## src/rtl/sram_bank_arbiter.sv

```systemverilog
// sram_bank_arbiter: two-requester arbiter in front of N_SRAM banks of
// 32-bit synchronous SRAM. Each command goes through one ACCESS cycle, and
// reads add one RDRESP cycle in which the bank data is returned.
// Optional feature: define SRAM_ARB_ROUND_ROBIN_EN to make requesters take
// turns under contention. Without it, requester 0 has fixed priority.
module sram_bank_arbiter #(
    parameter int N_SRAM         = 2,
    parameter int SRAM_DEPTH     = 1024,
    parameter int INVERT_CE_EN   = 0,
    parameter int INVERT_BYTE_EN = 0
) (
    input  logic                   HCLK,
    input  logic                   HRESETn,
    input  logic                   req0,
    input  logic                   req1,
    input  logic                   wen0,
    input  logic                   wen1,
    input  logic [31:0]            addr0,
    input  logic [31:0]            addr1,
    input  logic [31:0]            wdata0,
    input  logic [31:0]            wdata1,
    input  logic [3:0]             be0,
    input  logic [3:0]             be1,
    output logic                   gnt0,
    output logic                   gnt1,
    output logic                   rvalid0,
    output logic                   rvalid1,
    output logic [31:0]            rdata0,
    output logic [31:0]            rdata1,
    output logic                   err0,
    output logic                   err1,
    output logic                   busy,
    output logic [N_SRAM-1:0]      sram_en,
    output logic                   wen,
    output logic [31:0]            ram_addr,
    output logic [31:0]            ram_wData,
    output logic [3:0]             byte_en,
    input  logic [N_SRAM-1:0][31:0] ram_rData
);

    localparam int AW = (SRAM_DEPTH > 1) ? $clog2(SRAM_DEPTH) : 1;
    localparam int BW = (N_SRAM > 1) ? $clog2(N_SRAM) : 1;

    typedef enum logic [1:0] {
        IDLE   = 2'd0,
        ACCESS = 2'd1,
        RDRESP = 2'd2
    } state_t;

    state_t state;

    // Registered command, captured on grant
    logic              cmd_wen;
    logic              cmd_owner;
    logic              cmd_oor;
    logic [BW-1:0]     cmd_bank;

    // Registered SRAM-side and response outputs (active-high internally)
    logic [N_SRAM-1:0] en_q;
    logic [3:0]        be_q;
    logic              wen_q;
    logic [31:0]       ram_addr_q;
    logic [31:0]       wdata_q;
    logic              rvalid0_q;
    logic              rvalid1_q;
    logic              err0_q;
    logic              err1_q;

    logic              can_grant;
    logic              grant0;
    logic              grant1;

    // Selected command from whichever requester wins this cycle
    logic              sel_wen;
    logic [31:0]       sel_addr;
    logic [31:0]       sel_wdata;
    logic [3:0]        sel_be;
    logic [31:0]       sel_upper;
    logic              sel_oor;
    logic [BW-1:0]     sel_bank;
    logic [AW-1:0]     sel_word;
    logic [N_SRAM-1:0] sel_en;
    logic [31:0]       resp_data;

`ifdef SRAM_ARB_ROUND_ROBIN_EN
    logic              rr_last;
`endif

    assign can_grant = HRESETn && ((state == IDLE) || (state == RDRESP));

`ifdef SRAM_ARB_ROUND_ROBIN_EN
    // Under contention, grant the requester that was not granted most recently
    always_comb begin
        grant0 = can_grant && req0 && (!req1 || rr_last);
        grant1 = can_grant && req1 && (!req0 || !rr_last);
    end
`else
    // Fixed priority: requester 0 always wins contention
    always_comb begin
        grant0 = can_grant && req0;
        grant1 = can_grant && req1 && !req0;
    end
`endif

    // Mux the winning command and decode its bank, word index and range check
    always_comb begin
        sel_wen   = grant1 ? wen1   : wen0;
        sel_addr  = grant1 ? addr1  : addr0;
        sel_wdata = grant1 ? wdata1 : wdata0;
        sel_be    = grant1 ? be1    : be0;
        sel_word  = sel_addr[2 +: AW];
        sel_bank  = sel_addr[2 + AW +: BW];
        sel_upper = sel_addr >> (2 + AW);
        sel_oor   = (sel_upper >= 32'(N_SRAM));
        sel_en    = '0;
        for (int b = 0; b < N_SRAM; b++) begin
            if (!sel_oor && (sel_bank == BW'(b))) begin
                sel_en[b] = 1'b1;
            end
        end
    end

    // FSM plus every registered output; strobes default low each cycle
    always_ff @(posedge HCLK) begin
        if (!HRESETn) begin
            state      <= IDLE;
            cmd_wen    <= 1'b0;
            cmd_owner  <= 1'b0;
            cmd_oor    <= 1'b0;
            cmd_bank   <= '0;
            en_q       <= '0;
            be_q       <= '0;
            wen_q      <= 1'b0;
            ram_addr_q <= '0;
            wdata_q    <= '0;
            rvalid0_q  <= 1'b0;
            rvalid1_q  <= 1'b0;
            err0_q     <= 1'b0;
            err1_q     <= 1'b0;
`ifdef SRAM_ARB_ROUND_ROBIN_EN
            rr_last    <= 1'b1;
`endif
        end else begin
            en_q      <= '0;
            be_q      <= '0;
            wen_q     <= 1'b0;
            rvalid0_q <= 1'b0;
            rvalid1_q <= 1'b0;
            err0_q    <= 1'b0;
            err1_q    <= 1'b0;

            case (state)
                IDLE: begin
                    if (grant0 || grant1) begin
                        state <= ACCESS;
                    end
                end
                ACCESS: begin
                    if (cmd_wen) begin
                        state <= IDLE;
                    end else begin
                        state     <= RDRESP;
                        rvalid0_q <= !cmd_owner;
                        rvalid1_q <= cmd_owner;
                    end
                end
                RDRESP: begin
                    if (grant0 || grant1) begin
                        state <= ACCESS;
                    end else begin
                        state <= IDLE;
                    end
                end
                default: begin
                    state <= IDLE;
                end
            endcase

            if (grant0 || grant1) begin
                cmd_wen    <= sel_wen;
                cmd_owner  <= grant1;
                cmd_oor    <= sel_oor;
                cmd_bank   <= sel_bank;
                en_q       <= sel_en;
                be_q       <= sel_be;
                wen_q      <= sel_wen && !sel_oor;
                ram_addr_q <= 32'(sel_word);
                wdata_q    <= sel_wdata;
                err0_q     <= grant0 && sel_oor;
                err1_q     <= grant1 && sel_oor;
`ifdef SRAM_ARB_ROUND_ROBIN_EN
                rr_last    <= grant1;
`endif
            end
        end
    end

    // Out-of-range reads return a recognisable poison word instead of bank data
    assign resp_data = cmd_oor ? 32'hBAD1BAD1 : ram_rData[cmd_bank];

    assign gnt0      = grant0;
    assign gnt1      = grant1;
    assign rvalid0   = rvalid0_q;
    assign rvalid1   = rvalid1_q;
    assign rdata0    = rvalid0_q ? resp_data : 32'h0;
    assign rdata1    = rvalid1_q ? resp_data : 32'h0;
    assign err0      = err0_q;
    assign err1      = err1_q;
    assign busy      = (state != IDLE);
    assign sram_en   = (INVERT_CE_EN != 0) ? ~en_q : en_q;
    assign byte_en   = (INVERT_BYTE_EN != 0) ? ~be_q : be_q;
    assign wen       = wen_q;
    assign ram_addr  = ram_addr_q;
    assign ram_wData = wdata_q;

endmodule

```

## config.mk

```make
export PLATFORM = sky130hd
export DESIGN_NAME = sram_bank_arbiter
export DESIGN_NICKNAME = d
export VERILOG_FILES = /design/src/rtl/sram_bank_arbiter.sv
export SDC_FILE = /design/constraint.sdc
export NUM_CORES = 1
export LEC_CHECK = 0
export CORE_AREA = 2 2 137 139
export DETAILED_ROUTE_END_ITERATION = 8
export DIE_AREA = 0 0 139 141
export GPL_TIMING_DRIVEN = 0
export PLACE_DENSITY_LB_ADDON = 0.05
export SYNTH_ARGS = -nofsm -noshare
export SYNTH_HDL_FRONTEND = slang
export SYNTH_SLANG_ARGS = --single-unit
```

## constraint.sdc

```tcl
create_clock -name HCLK -period 3.35 [get_ports HCLK]
set_input_delay 0.67 -clock HCLK [delete_from_list [all_inputs] [get_ports HCLK]]
set_output_delay 0.67 -clock HCLK [all_outputs]
set_load 0.03 [all_outputs]
```

==> results of run 1 <==
## metrics by stage
| stage | setup WS [ps] | power (mW) |
|---|---|---|
| final | 168 | 2.67 |
| after global routing | 14.6 | 2.78 |
| after CTS | 48.7 | 2.70 |
| after detailed placement | 58.8 | 1.68 |
| after global placement | 59.4 | 1.67 |
| after floorplan | 860 | 1.22 |
## cells by family (layout without fill, tap and decap cells)
logic type | Yosys count | count (layout) | synth area share, %
AO/OA/AOI/OAI | 75 | 75 | 18.4
buffers and inverters | 65 | 400 | 11.7
flip-flops | 59 | 59 | 32.2
multiplexers | 15 | 15 | 4.20
other | 1 | 22 | 0.102
AND/OR/NAND/NOR | 237 | 237 | 33.4
## routing by layer
| layer | share of wire [%] | up-vias | global-route usage (%) | routed length [µm] |
|---|---|---|---|---|
| li1 | - | 2225 | - | - |
| met1 | 39 | 2023 | 18.7 | 6850 |
| met2 | 52 | 209 | 31.1 | 8990 |
| met3 | 7.3 | 15 | 4.42 | 1260 |
| met4 | 1.5 | 0 | 5.74 | 265 |
| met5 | 0 | - | 0 | 0 |
## cell type report
cell class | instances | area (µm²)
plain buffers | 60 | 405
clock buffers | 12 | 256
clock inverters | 2 | 60.1
fillers | 1861 | 10700
inverters | 5 | 23.8
multi-input cells | 349 | 2130
flip-flops and latches | 59 | 1180
well taps | 234 | 293
repair buffers | 321 | 3220
## power by group through the flow
stage	Clock (mW)	Combinational (mW)	Sequential (mW)
2_1_floorplan	0	0.331	0.892
3_3_place_gp	0	0.870	0.799
3_5_place_dp	0	0.875	0.801
4_1_cts	1.04	0.878	0.787
5_1_grt	1.07	0.926	0.793
6_report	1.01	0.869	0.787
## what timing repair did
item	in CTS	in global routing
resized for setup	0	1
setup endpoints to repair	0	1
endpoints found under the hold margin	0	0
## worst register-to-register path: stages, from the launching register on
cell and delay [ps]:
dfxtp_1 350, nor2b_1 180, o21ai_2 140, inv_2 100, buf_2 220, buf_2 270
nand3_1 120, o211a_1 140
## final timing paths
check / from / end / slack [ps] / depth (start not counted)
worst min register to register: state[1]$_SDFFE_PN0P_ / rvalid0$_SDFF_PP0_ / 460 / 1
worst min-delay path: state[1]$_SDFFE_PN0P_ / rvalid0$_SDFF_PP0_ / 460 / 1
worst max register to register: state[0]$_SDFFE_PN0P_ / ram_addr[8]$_SDFFE_PN0N_ / 1720 / 7
worst max-delay path: rvalid1$_SDFF_PP0_ / rdata1[8] / 170 / 5
## flip-flops by register name, indices dropped and copies added, names as in the netlist
| register | flops |
|---|---|
| cmd_wen | 1 |
| cmd_owner | 1 |
| cmd_oor | 1 |
| rvalid1 | 1 |
| sram_en | 2 |
| ram_wData | 32 |
| state | 2 |
| wen | 1 |
| rvalid0 | 1 |
| cmd_bank | 1 |
| err0 | 1 |
| err1 | 1 |
| ram_addr | 10 |
| byte_en | 4 |
## cells in the final DEF (no fill, tap or decap), types with 5 or more instances in the layout
master           synthesis  routed
clkbuf_8                 3       5
mux2i_1                 14      14
nand2_1                 86      86
conb_1                   1      22
clkdlybuf4s50_1          0     320
clkbuf_1                10      11
and2b_2                 28      28
dfxtp_1                 59      59
a211oi_1                20      20
nor2_1                  29      29
o211a_1                 42      42
buf_4                   25      25
clkbuf_16                0       9
nor2b_1                 25      25
nor4_1                   9       9
nand3_1                 42      42
buf_2                   17      17
==> out/qor.tcl, run 1 <==
set qor(status) {completed}
set qor(grt_pass1_vias) 4468
set qor(timing.critical_path.to_type) {primary output}
set qor(cp.required_ps) 2680
set qor(synth_area_um2) 3670
set qor(dieHeight_um) 141
set qor(synth_seq_area_share_pct) 32.2
set qor(detailroute.via_count) 4472
set qor(synth.largest_area_cell) {dfxtp_1}
set qor(initial_core_util_pct) 20.1
set qor(layout-area-overhead-vs-synth_pct) 106
set qor(gate_family_responsible_for_the_most_delay_along_the_worst_path) {buffers and inverters}
set qor(seqPwrFrac_pct) 29.5
set qor(p_clk_share_pct) 37.9
set qor(yosysMostFrequentCell) {nand2_1}
set qor(slowest_stage) {clkdlybuf4s50_1}
set qor(final_cell_area_um2) 7570
set qor(clock_sink_count) 59
set qor(clock_insertion_delay_worst_skew_ps) 330
set qor(timing.hold.ws_ps) 458
set qor(cp_cell_sequence) {clkdlybuf4s50_2 -> nand2b_1 -> buf_2 -> nor2_1 -> clkdlybuf4s50_1}
set qor(period_needed_ps) 3180
set qor(netSwitchingPower_mw) 0.764
set qor(setup-tns-final_ps) 0
set qor(ctsHoldBuffers) 0
set qor(cts_tree) {built}
set qor(drt_wl_cell_um) 16.7
set qor(leakage_nw) 3.40
set qor(clk_path_buf_depth) 2
set qor(final_hold_viol_count) 0
set qor(fp.dieArea_um2) 19600
set qor(power_frac_comb_pct) 32.6
set qor(synth_top_cells_by_count) {86 x nand2_1, 59 x dfxtp_1, 42 x nand3_1, 42 x o211a_1, 29 x nor2_1}
set qor(swShare_pct) 28.7
set qor(tritoncts.num_buffers) 9
set qor(worst-endpoint-arrival_ps) 2510
set qor(total_grt_usage_pct) 16.8
set qor(final_cell_count_no_fill) 1042
set qor(maxClockFrequency_ghz) 0.314
set qor(cp_max_fo) 10
set qor(rsz_0062_raised_after_global_routing) {false}
set qor(worst_slew_margin_rel_pct) 65.6
set qor(final_core_util_pct) 41.4
set qor(gp_congestion) 0.839
set qor(worst_setup_path_start_kind) {flip-flop}
set qor(h-tree-depth) 3
set qor(syn-mean-instance-area_um2) 8.11
set qor(power.density_cell_area_nw_per_um2) 352
set qor(buffers_added_on_ports) 321
set qor(synth.top_cells.by_area) {dfxtp_1 32%, o211a_1 11%, nand2_1 8.8%}
set qor(die_width_um) 139
set qor(layout-drive-gt1-share_pct) 12.5
set qor(drt_iter0_drc) 141
set qor(tightestPinTransition_ps) 517
set qor(first_pass_iters) 4
set qor(async_flop_share_pct) 0
set qor(crit_buf_inv) 3
set qor(number_of_flops_mapped_to_enable_cells_by_yosys) 0
set qor(initial_antenna_violation_count) 0
set qor(slowest_delay_ps) 700
set qor(cts_root_buffer) {clkbuf_16}
set qor(path_class) {reg2out}
set qor(cell_internal_pwr_mw) 1.90
set qor(global_route_wire_length_before_repair_mm) 25.6
set qor(cap_viol_max_count) 0
set qor(synth_warnings) 0
set qor(final.setup_skew_ps) 5.90
set qor(core_um2) 18300
set qor(syn_inst) 452
set qor(post_cts_buffers) 0
set qor(synthDominantCellAreaShare_pct) 32.2
set qor(antenna_cells) 0
set qor(min_period_over_period_pct) 95.0
set qor(power.ir.vdd_worst_mv) 0.244
set qor(ys_ff_latch) 59
set qor(routed_wire_length_mm) 17.4
set qor(design.final.nets) 1011
set qor(via_per_inst) 4.29
set qor(number_of_rows_created_at_floorplan) 50
set qor(post_dp_area_um2) 7250
set qor(min_path_type) {reg2reg}
set qor(hpwl_mm) 14.2
set qor(boundaryPins) 348
set qor(post-route-drc-count) 0
set qor(synth_cell_types) 40
set qor(number_of_nets_with_antenna_violations_after_routing) 0
set qor(dpl.cell_count) 1028
set qor(grt_start_max_net_pins) 11
set qor(dominantRegCellSynth) {dfxtp_1}
set qor(final-setup-viol-count) 0
set qor(slew_viol_final) 0
set qor(gr-total-overflow) 0
set qor(clk_pin_slew_ps) 50
No activity file was read; power rests on OpenSTA's default activity.
==> inputs of run 2 (changes only) <==
TNS_END_PERCENT = 10   (was default)
==> results of run 2 <==
The final DEF is identical to that of run 1; final timing and power are the same.
==> inputs of run 3 (changes only) <==
SKIP_LAST_GASP = 1   (was default)
==> results of run 3 <==
The final DEF is identical to that of run 1; final timing and power are the same.
